--- config.mk ---
export PLATFORM = sky130hd
export DESIGN_NAME = dmem_arbiter
export DESIGN_NICKNAME = d
export VERILOG_FILES = /design/src/rtl/dmem_arbiter.sv
export SDC_FILE = /design/constraint.sdc
export NUM_CORES = 1
export LEC_CHECK = 0
export ABC_AREA = 1
export CORE_ASPECT_RATIO = 0.6
export CORE_MARGIN = 8
export CORE_UTILIZATION = 44
export DETAILED_ROUTE_END_ITERATION = 10
export GPL_TIMING_DRIVEN = 0
export PLACE_DENSITY = 0.86
export SLEW_MARGIN = 20
export SYNTH_ARGS = -nofsm -noshare
export SYNTH_HDL_FRONTEND = slang
export SYNTH_SLANG_ARGS = --single-unit
--- constraint.sdc ---
create_clock -name clk -period 3.8 [get_ports clk]
set_input_delay 0.76 -clock clk [delete_from_list [all_inputs] [get_ports clk]]
set_output_delay 0.76 -clock clk [all_outputs]
set_load 0.01 [all_outputs]
--- src/rtl/dmem_arbiter.sv ---
// Two-port arbiter and access sequencer for the single-ported data memory.
// Alternates grants on ties, rejects misaligned accesses and holds memory controls for MEM_LATENCY cycles.
module dmem_arbiter #(
  parameter int MEM_LATENCY = 2
) (
  input  logic        clk,
  input  logic        rst_n,
  input  logic        a_req,
  input  logic [31:0] a_addr,
  input  logic [31:0] a_wdata,
  input  logic        a_write,
  input  logic [1:0]  a_size,
  input  logic        a_sign,
  output logic        a_ack,
  output logic [31:0] a_rdata,
  output logic        a_err,
  input  logic        b_req,
  input  logic [31:0] b_addr,
  input  logic [31:0] b_wdata,
  input  logic        b_write,
  input  logic [1:0]  b_size,
  input  logic        b_sign,
  output logic        b_ack,
  output logic [31:0] b_rdata,
  output logic        b_err,
  output logic [31:0] mem_address,
  output logic [31:0] mem_write_data,
  output logic        mem_MemRead,
  output logic        mem_MemWrite,
  output logic [1:0]  mem_DataSize,
  output logic        mem_sign,
  input  logic [31:0] mem_read_data,
  output logic        busy,
  output logic [1:0]  dbg_state
);

  typedef enum logic [1:0] {
    IDLE    = 2'd0,
    ACCESS  = 2'd1,
    RESPOND = 2'd2
  } state_t;

  localparam int CW = (MEM_LATENCY > 1) ? $clog2(MEM_LATENCY) : 1;

  state_t        state;
  logic [CW-1:0] count;
  logic          last_b;
  logic          win_b;

  logic          grant_a;
  logic          grant_b;
  logic [31:0]   sel_addr;
  logic [31:0]   sel_wdata;
  logic          sel_write;
  logic [1:0]    sel_size;
  logic          sel_sign;
  logic          sel_illegal;

  // On a tie the requester that did not get the previous grant wins.
  always_comb begin
    grant_a     = a_req & (~b_req | last_b);
    grant_b     = b_req & ~grant_a;
    sel_addr    = grant_b ? b_addr  : a_addr;
    sel_wdata   = grant_b ? b_wdata : a_wdata;
    sel_write   = grant_b ? b_write : a_write;
    sel_size    = grant_b ? b_size  : a_size;
    sel_sign    = grant_b ? b_sign  : a_sign;
    sel_illegal = (sel_size == 2'b00) ||
                  ((sel_size == 2'b10) && sel_addr[0]) ||
                  ((sel_size == 2'b11) && (sel_addr[1:0] != 2'b00));
  end

  always_ff @(posedge clk or negedge rst_n) begin
    if (!rst_n) begin
      state          <= IDLE;
      count          <= '0;
      last_b         <= 1'b1;
      win_b          <= 1'b0;
      a_ack          <= 1'b0;
      b_ack          <= 1'b0;
      a_err          <= 1'b0;
      b_err          <= 1'b0;
      a_rdata        <= '0;
      b_rdata        <= '0;
      mem_address    <= '0;
      mem_write_data <= '0;
      mem_MemRead    <= 1'b0;
      mem_MemWrite   <= 1'b0;
      mem_DataSize   <= 2'b00;
      mem_sign       <= 1'b0;
    end else begin
      a_ack <= 1'b0;
      b_ack <= 1'b0;
      case (state)
        IDLE: begin
          if (grant_a || grant_b) begin
            win_b <= grant_b;
            if (sel_illegal) begin
              // Rejected without ever touching the memory strobes.
              state <= RESPOND;
              if (grant_b) begin
                b_ack <= 1'b1;
                b_err <= 1'b1;
              end else begin
                a_ack <= 1'b1;
                a_err <= 1'b1;
              end
            end else begin
              state          <= ACCESS;
              count          <= CW'(MEM_LATENCY - 1);
              mem_address    <= sel_addr;
              mem_write_data <= sel_wdata;
              mem_MemRead    <= ~sel_write;
              mem_MemWrite   <= sel_write;
              mem_DataSize   <= sel_size;
              mem_sign       <= sel_sign;
            end
          end
        end
        ACCESS: begin
          if (count == '0) begin
            state        <= RESPOND;
            mem_MemRead  <= 1'b0;
            mem_MemWrite <= 1'b0;
            mem_DataSize <= 2'b00;
            if (win_b) begin
              b_ack <= 1'b1;
              b_err <= 1'b0;
              if (mem_MemRead) b_rdata <= mem_read_data;
            end else begin
              a_ack <= 1'b1;
              a_err <= 1'b0;
              if (mem_MemRead) a_rdata <= mem_read_data;
            end
          end else begin
            count <= count - CW'(1);
          end
        end
        RESPOND: begin
          state  <= IDLE;
          last_b <= win_b;
        end
        default: state <= IDLE;
      endcase
    end
  end

  assign busy      = (state != IDLE);
  assign dbg_state = state;

endmodule

==> metrics.txt, run 1 <==
total of flip-flops plus latches after synthesis 142; number of different library cells in the post-synthesis netlist 23; area of the core 14400 um^2; antenna violations before repair 0; DRC violations left 0; number of levels in the clock H-tree 4; # Max-Cap Violations 0; share of the yosys chip area belonging to registers 0.550; largest net degree at the start of global routing 96; die width approximately 170 um; Worst Max-Slew Pin Slew 771 ps; Warnings, synthesis 0; Net count, final 1325; worst setup margin 923 ps; utilization after layout 0.727; CTS max path bufs 2; fraction of post-synthesis cell area in the top cell type by area 0.545; first-pass GRT wire length about 37 mm; critical-path maximum fanout 10; Post-Place Setup Slack roughly 900 ps; number of gates given a new drive strength after cts 0; worst path cell trace nor2_1, inv_1, clkdlybuf4s50_1; Skew-Pair Late Insertion Delay 400 ps; Max stage delay cell, worst path sky130_fd_sc_hd__nor2_1; RSZ-0062 raised after global routing false; post-route clock skew 8.10 ps; number of setup buffers added after CTS 0; initial core utilization 0.449; Boundary Pins 312; number of buffers added on ports 311; net load switching power 2910 uW; max-slew violation total from the final report 0; vias in the first global route 6656; Worst Path Required 3040 ps; total inserted antenna cells 0; final hold vios 0; number of nets still failing antenna checks after routing 0; clock edge transition at the registers on the reported setup and hold paths 60 ps; switching share of power 0.368; largest delay contributor family on the critical path buffers and inverters; relative contribution of the clock network to total power 0.220; die area 19000 um^2; library cell with the largest summed area after synthesis sky130_fd_sc_hd__dfrtp_1; summed instance area of the synthesized netlist 6470 um^2; top post-synthesis cells by area sky130_fd_sc_hd__dfrtp_1, sky130_fd_sc_hd__nand2_1, sky130_fd_sc_hd__nand4_1; number of fill cells in the layout 1142; hold slack 248 ps; maximum frequency from static timing analysis 348 MHz; Layout Area Growth over Synthesis 62.0%; site row count 34; Max IR drop VDD 0.338 mV; vias 6758; internal power 5010 uW; time the worst path needs with I/O delays and setup 2880 ps; vias per std cell 4.96; clock root buffer master sky130_fd_sc_hd__clkbuf_16; WL final 23.8 mm; data arrival time of the critical path 2120 ps; worst setup path class reg2out; DP HPWL 18.7 mm; y dimension of the die 110 um; final global-route overflow total 0; Final Wtd Congestion 0.851; Power per Cell Area between 700 and 800 nW/um^2; TritonCTS clock tree yes; routed len/inst 17.5 um; headroom to the max-slew limit 0.484; proportion of power drawn by combinational gates 0.456; final critical-path share of the clock period 0.757; status complete, no violations; Mapped Avg Cell Area 7.87 um^2; Setup violations, final 0; buffers plus inverters on the worst setup path 2; Placed Area roughly 9900 um^2; number of buffers added by the clock tree synthesis step 17; all-layer global routing usage 0.245; total nets after synthesis slightly below 1000; CTS Hold Buffers Added 0; worst min-delay path category in2async; initial drt markers 633; router iterations before antenna repair 5; count of placed standard cells including taps approximately 1300; launching element type of the critical path register; post-synthesis cell count 822; Reg power frac 0.324; post-route cell area about 10000 um^2; nature of the critical path endpoint primary output; Num Clock Sinks 142; reported leakage power a little over 0.005 uW; post-layout instance count excluding filler cells 1363; delay of the slowest cell on the worst path between 600 and 700 ps; share of post-route cells with drive strength above 1 0.0549
[kinds of logic after synthesis]
| group | Yosys count | share of synthesized area |
|---|---|---|
| and+or+nand+nor | 505 | 0.324 |
| DFF | 142 | 0.550 |
| buffers and inverters | 99 | 0.0663 |
| AOI/OAI and AO/OA | 76 | 0.0604 |
[synth_stat cells, drive strengths merged]
cell and n:
a21o 1, a21oi 38, a31oi 1, buf 26, clkbuf 28, dfrtp 141, dfstp 1, inv 45
nand2 387, nand3 5, nand4 70, nor2 43, o21a 1, o21ai 35
[layer usage]
layer	wire length [um]	track usage	vias to the layer above	part of all wire
met5	0	0	-	0
met2	11000	0.397	266	0.46
met4	222	0.0513	0	0.0093
met1	10500	0.322	3191	0.44
met3	2070	0.0775	17	0.087
li1	-	-	3284	-
[area by class of cell]
| class | instances | area (um^2) | share of cell area |
|---|---|---|---|
| sequential | 142 | 3550 | 0.339 |
| timing repair buffer | 312 | 3150 | 0.300 |
| multi-input combinational | 581 | 2480 | 0.237 |
| clock buffer | 18 | 439 | 0.0419 |
| buffer | 54 | 260 | 0.0248 |
| tap | 198 | 248 | 0.0236 |
| clock inverter | 13 | 178 | 0.0170 |
| inverter | 45 | 169 | 0.0161 |
[through the flow]
stage / power [uW] / TNS, ps
after floorplan: 4080 / 0
after global placement: 6100 / -526240
after detailed placement: 6200 / 0
after CTS: 7970 / 0
after global routing: 8410 / 0
final: 7920 / 0
[power by group through the flow]
stage / logic, uW / clock network, uW / registers [uW]
after floorplan: 1220 / 0 / 2860
after global placement: 3550 / 0 / 2550
after detailed placement: 3630 / 0 / 2570
after CTS: 3640 / 1770 / 2560
after global routing: 3930 / 1840 / 2640
final: 3610 / 1740 / 2560
[worst reg2reg max path, stage by stage, from the launching register on]
cell                       delay, ps
sky130_fd_sc_hd__dfrtp_1         440
sky130_fd_sc_hd__nor2_1          620
sky130_fd_sc_hd__buf_2           380
sky130_fd_sc_hd__clkbuf_1        400
sky130_fd_sc_hd__nand4_1         160
sky130_fd_sc_hd__nand2_1         100
[state kept, by name (all words and copies together), names as in the netlist, 2 cells and up]
| register | count |
|---|---|
| mem_address | 32 |
| dbg_state | 2 |
| mem_DataSize | 2 |
| b_rdata | 32 |
| mem_write_data | 32 |
| a_rdata | 32 |
[final timing paths]
check                                     from              end  slack (ps)  cells past startpoint
worst min register to register  mem_address[3]   mem_address[3]         470                      2
max in group asynchronous                rst_n           last_b        2740                      2
worst max register to register    dbg_state[1]  mem_address[12]        1640                      5
min in group clk                mem_address[3]   mem_address[3]         470                      2
worst max-delay path              dbg_state[1]             busy         920                      3
worst min-delay path                     rst_n      a_rdata[15]         250                      1
[cell usage in the layout (no fill, tap or decap), drive strengths merged]
master,n
a21o,1
a21oi,38
a31oi,1
buf,28
bufinv,3
clkbuf,46
clkdlybuf4s50,310
clkinv,2
clkinvlp,2
dfrtp,141
dfstp,1
inv,51
nand2,387
nand3,5
nand4,70
nor2,43
o21a,1
o21ai,35
Power figures use the tool's default switching activity.
==> run 2, diff against run 1 <==
--- a/config.mk
+++ b/config.mk
@@ -8,10 +8,10 @@
 export ABC_AREA = 1
 export CORE_ASPECT_RATIO = 0.6
 export CORE_MARGIN = 8
-export CORE_UTILIZATION = 44
+export CORE_UTILIZATION = 37
 export DETAILED_ROUTE_END_ITERATION = 10
 export GPL_TIMING_DRIVEN = 0
-export PLACE_DENSITY = 0.86
+export PLACE_DENSITY = 0.77
 export SLEW_MARGIN = 20
 export SYNTH_ARGS = -nofsm -noshare
 export SYNTH_HDL_FRONTEND = slang
==> constraint.sdc (replaced) <==
create_clock -name clk -period 2.4 [get_ports clk]
set_input_delay 0.48 -clock clk [delete_from_list [all_inputs] [get_ports clk]]
set_output_delay 0.48 -clock clk [all_outputs]
set_load 0.01 [all_outputs]
==> run 2 against run 1 <==
Net effect:
- wire length grew 5.4%
- largest cell class unchanged
- combinational power rose by 59%
- final area about the same
- global-route usage decreased by 2.3 points
- highest routed layer unchanged
- clock power increased by 43%
- non-clock buffer count increased by 1
==> metrics.txt, run 2 (synthesis gave the netlist of run 1 again) <==
hold slack 469 ps (+222 ps); number of buffers added on ports 311 (unchanged); y dimension of the die 118 um (+7.7%); headroom to the max-slew limit 0.586 (+0.102); routed len/inst 17.9 um (+2.7%); final hold vios 0 (unchanged); antenna violations before repair 0 (unchanged); # Max-Cap Violations 0 (unchanged); Placed Area 9910 um^2 (+0.46%); nature of the critical path endpoint register; share of post-route cells with drive strength above 1 0.0583 (+0.00338); Post-Place Setup Slack -368 ps (-1290 ps); post-layout total power 12300 uW (+56%); delay of the slowest cell on the worst path 520 ps (-100 ps); RSZ-0062 raised after global routing false; launching element type of the critical path input port; Max stage delay cell, worst path sky130_fd_sc_hd__clkbuf_1; number of buffers added by the clock tree synthesis step 17 (unchanged); data arrival time of the critical path 2620 ps (+500 ps); critical-path maximum fanout 10 (unchanged); Layout Area Growth over Synthesis 62.0% (about the same); time the worst path needs with I/O delays and setup 2280 ps; TritonCTS clock tree yes; initial core utilization 0.378 (-0.0709); number of nets still failing antenna checks after routing 0 (unchanged); Max IR drop VDD 0.427 mV (+26%); post-route cell area 10500 um^2 (about the same); Power per Cell Area 1180 nW/um^2 (+56%); Worst Path Required 2730 ps (-310 ps); clock edge transition at the registers on the reported setup and hold paths 60 ps (about the same); all-layer global routing usage 0.222 (-0.0229); Final Wtd Congestion 0.832 (-2.2%); Setup TNS 0 ps (unchanged); DRC violations left 0 (unchanged); post-route clock skew 17.4 ps (+9.31 ps); commonest cells after routing, fill and taps aside sky130_fd_sc_hd__nand2_1, sky130_fd_sc_hd__clkdlybuf4s50_1, sky130_fd_sc_hd__dfrtp_1, sky130_fd_sc_hd__nand4_1, sky130_fd_sc_hd__inv_1; CTS max path bufs 2 (unchanged); initial drt markers 440 (-30%); worst min-delay path category reg2reg; Skew-Pair Late Insertion Delay 410 ps (about the same); max-slew violation total from the final report 0 (unchanged); router iterations before antenna repair 4 (-1); largest net degree at the start of global routing 97 (+1.0%); leading cell type in the layout, fill and taps excluded sky130_fd_sc_hd__nand2_1; vias in the first global route 6904 (+3.7%); site row count 37 (+8.8%); worst setup path class in2reg; Num Clock Sinks 142 (unchanged); DP HPWL 19.5 mm (+4.0%); reported leakage power 0.00508 uW (-0.47%); total inserted antenna cells 0 (unchanged); worst setup margin 116 ps (-807 ps); number of setup buffers added after CTS 0 (unchanged); vias 6736 (-0.33%); clock root buffer master sky130_fd_sc_hd__clkbuf_16; final critical-path share of the clock period 0.952; worst path cell trace clkdlybuf4s50_1, inv_2, a21oi_2, buf_2, clkbuf_1, nand2_1, nand2_1, nand4_1, nand2_1; vias per std cell 4.81 (-3.0%); WL final 25.1 mm (+5.4%); Worst Max-Slew Pin Slew 620 ps (-150 ps); die area 22100 um^2 (+17%); cell seen most often among critical-path stages sky130_fd_sc_hd__nand2_1; area of the core 17100 um^2 (+19%); die width 187 um (+8.2%); status complete, no violations; Net count, final 1326 (+0.075%); Setup violations, final 0 (unchanged); number of levels in the clock H-tree 4 (unchanged); final global-route overflow total 0 (unchanged); maximum frequency from static timing analysis approximately 440 MHz; Boundary Pins 312 (unchanged); first-pass GRT wire length 39.4 mm (+7.2%)
## run 2: cell count changes in the layout (fill, tap and decap cells not counted), sizes merged
cell,previous run,this run
dlygate4sd3,0,1
inv,51,53
clkinvlp,2,4
clkbuf,46,45
bufinv,3,0
## run 2: cell type report
type | instances | area, um^2
Inverter | 45 | 169
Buffer | 54 | 264
Sequential cell | 142 | 3550
Clock inverter | 14 | 123
Tap cell | 234 | 293
Clock buffer | 17 | 425
Fill cell | 1539 | 6650
Timing Repair Buffer | 313 | 3160
Multi-Input combinational cell | 581 | 2490
## run 2: repair_timing
item,in CTS,in global routing
hold buffers,1,0
gates resized for setup,2,6
setup endpoints to repair,1,15
hold endpoints to repair,46,0
## run 2: where the power goes
part	switching, uW	internal, uW	total (uW)
sequential	601	3460	4070
clock	1140	1360	2490
combinational	2970	2780	5750
## run 2: worst paths after layout
kind / endpoint / slack (ps) / depth (start not counted) / startpoint
max: mem_write_data[27] / 120 / 9 / b_req
min: mem_write_data[2] / 470 / 2 / mem_write_data[2]
max reg2reg: b_rdata[11] / 290 / 6 / dbg_state[0]
min reg2reg: mem_write_data[2] / 470 / 2 / mem_write_data[2]
max in group asynchronous: mem_write_data[26] / 970 / 3 / rst_n
min in group asynchronous: b_rdata[15] / 570 / 2 / rst_n
## run 2: stage by stage
step / cells / util
6_report: 1400 / 0.612
5_1_grt: 1400 / 0.612
4_1_cts: 1400 / 0.611
3_5_place_dp: 1368 / 0.578
3_3_place_gp: 1367 / 0.576
2_1_floorplan: 822 / -
## run 2: layer usage
metal / track usage / up-vias / routed length [um]
li1: - / 3288 / -
met3: 0.0757 / 14 / 2300
met1: 0.299 / 3189 / 11500
met4: 0.0430 / 0 / 197
met2: 0.346 / 245 / 11100
met5: 0 / - / 0
## run 2: critical path: cells and delay by family
family                 cells  cell delay [ps]
buffers and inverters      4             1410
AND/OR/NAND/NOR            4              470
AO/OA/AOI/OAI              1              250
==> run 3, diff against run 2 <==
--- a/config.mk
+++ b/config.mk
@@ -8,10 +8,9 @@
 export ABC_AREA = 1
 export CORE_ASPECT_RATIO = 0.6
 export CORE_MARGIN = 8
-export CORE_UTILIZATION = 37
+export CORE_UTILIZATION = 44
 export DETAILED_ROUTE_END_ITERATION = 10
-export GPL_TIMING_DRIVEN = 0
-export PLACE_DENSITY = 0.77
+export PLACE_DENSITY = 0.86
 export SLEW_MARGIN = 20
 export SYNTH_ARGS = -nofsm -noshare
 export SYNTH_HDL_FRONTEND = slang
==> constraint.sdc (replaced) <==
create_clock -name clk -period 2.7 [get_ports clk]
set_input_delay 0.54 -clock clk [delete_from_list [all_inputs] [get_ports clk]]
set_output_delay 0.54 -clock clk [all_outputs]
set_load 0.01 [all_outputs]
==> run 3 against run 2 <==
Net effect:
- setup slack improved by 460 ps
- clock power fell by 2%
- flip-flop and latch count did not move
- clock skew fell by 8.2 ps
- register-to-register slack improved by 550 ps
- sequential share of layout area rose by 0.31 points
- die area fell by 14%
- non-clock buffer count fell by 42
- first-iteration DRC count rose by 18%
- global-route usage rose by 0.61 points
- worst hold slack got worse by 330 ps
- final area fell by 0.92%
- highest routed layer unchanged
==> metrics.txt, run 3 (synthesis gave the netlist of run 1 again) <==
WL final 22.0 mm (-12%); vias in the first global route 6357 (-7.9%); worst setup path class reg2out; vias per std cell 4.92 (+2.3%); number of nets still failing antenna checks after routing 0 (unchanged); footprint of the multi-input gates 2510 um^2 (+0.55%); worst min-delay path category in2async; die area 19000 um^2 (-14%); Setup TNS 0 ps (unchanged); routed len/inst 16.7 um (-7.1%); # Max-Cap Violations 0 (unchanged); Layout Area Growth over Synthesis 60.5%; total inserted antenna cells 0 (unchanged); CTS Hold Buffers Added 0 (-1); maximum frequency from static timing analysis between 400 and 500 MHz; worst path cell trace nor2_4, inv_1, clkdlybuf4s50_1; termination of the worst setup path busy; y dimension of the die 110 um (-7.2%); max-slew violation total from the final report 0 (unchanged); number of buffers added on ports 311 (unchanged); router iterations before antenna repair 5 (+1); leading cell type in the layout, fill and taps excluded sky130_fd_sc_hd__nand2_1; antenna violations before repair 0 (unchanged); share of post-route cells with drive strength above 1 0.0498 (-0.00854); data arrival time of the critical path 1580 ps (-1040 ps); headroom to the max-slew limit 0.551 (-0.0355); launch point of the worst reg-to-reg path last_b; DP HPWL 16.5 mm (-15%); first-pass GRT wire length 34.7 mm (-12%); vias 6512 (-3.3%); Net count, final 1284 (-3.2%); area of the core 14400 um^2 (-16%); commonest cells after routing, fill and taps aside sky130_fd_sc_hd__nand2_1, sky130_fd_sc_hd__clkdlybuf4s50_1, sky130_fd_sc_hd__dfrtp_1, sky130_fd_sc_hd__nand4_1, sky130_fd_sc_hd__inv_1; launching element of the worst setup path dbg_state[1]; Register Area 3550 um^2 (unchanged); CTS max path bufs 2 (unchanged); delay of the slowest cell on the worst path 570 ps (+50 ps); time the worst path needs with I/O delays and setup 2120 ps; post-route clock skew 9.25 ps (-8.17 ps); largest net degree at the start of global routing 73 (-25%); die width 173 um (-7.6%); utilization after layout 0.720 (+0.108); Worst Max-Slew Pin Slew 674 ps (+53.3 ps); number of gates given a new drive strength after cts 0 (-2); critical-path maximum fanout 6 (-4); nature of the critical path endpoint primary output; RSZ-0062 raised after global routing false; final critical-path share of the clock period 0.786; initial drt markers 517 (+18%); number of levels in the clock H-tree 4 (unchanged); Final Wtd Congestion 0.828 (-0.52%); post-layout total power 11000 uW (-10%); Skew-Pair Late Insertion Delay 400 ps (about the same); initial core utilization 0.449 (+0.0709); Power per Cell Area 1060 nW/um^2 (-9.6%); site row count 34 (-8.1%); clock root buffer master sky130_fd_sc_hd__clkbuf_16; number of setup buffers added after CTS 0 (unchanged); TritonCTS clock tree yes; Worst Path Required 2160 ps (-570 ps); reported leakage power 0.00504 uW (-0.73%); hold slack 144 ps (-325 ps); all-layer global routing usage 0.228 (+0.00606); Max stage delay cell, worst path sky130_fd_sc_hd__clkdlybuf4s50_1; final hold vios 0 (unchanged); number of fill cells in the layout 1112 (-28%); Setup violations, final 0 (unchanged); final global-route overflow total 0 (unchanged); DRC violations left 0 (unchanged); worst-case reg-to-reg path depth 6 (unchanged); register-to-register setup slack 840 ps (+550 ps); status complete, no violations; Num Clock Sinks 142 (unchanged); Boundary Pins 312 (unchanged); launching element type of the critical path register; Critical R2R Capture mem_write_data[27]; Max IR drop VDD 0.491 mV (+15%); number of buffers added by the clock tree synthesis step 17 (unchanged); clock edge transition at the registers on the reported setup and hold paths 60 ps (about the same)
## run 3: cell type report
cell class	count	share of cell area
multi-input combinational	581	0.241
tap	198	0.0239
sequential	142	0.342
timing repair buffer	325	0.316
inverter	45	0.0163
clock inverter	13	0.0171
clock buffer	19	0.0427
## run 3: how the worst min path moves through the flow
stage | cells past startpoint | end | start | slack, ps
6_report | 1 | a_rdata[20] | rst_n | 140
5_1_grt | 1 | b_rdata[20] | rst_n | 190
4_1_cts | 1 | a_rdata[20] | rst_n | 160
3_5_place_dp | 2 | mem_address[23] | mem_address[23] | 460
3_3_place_gp | 2 | mem_address[5] | mem_address[5] | 450
2_1_floorplan | 0 | a_ack | rst_n | 240
## run 3: report_power, final
group	total, uW	internal, uW	switching, uW
sequential	3630	3080	544
clock	2440	1510	938
combinational	4960	2440	2520
## run 3: metrics by stage
step / std cells / area, um^2 / worst slack, ps
6_report: 1323 / 10400 / 579
5_1_grt: 1323 / 10400 / 508
4_1_cts: 1323 / 10400 / 561
3_5_place_dp: 1291 / 9760 / 272
3_3_place_gp: 1291 / 9760 / 352
2_1_floorplan: 822 / 6470 / 956
## run 3: per-layer routing
metal / wire [um] / global-route usage / vias to the layer above
met1: 9060 / 0.281 / 3049
met4: 174 / 0.0537 / 0
li1: - / - / 3211
met2: 10800 / 0.387 / 240
met5: 0 / 0 / -
met3: 2040 / 0.0778 / 12
## run 3: critical path, delay by kind of cell (launching register included)
kind | cells | cell delay [ps]
simple gates | 1 | 60
buf+inv | 2 | 650
flops | 1 | 480
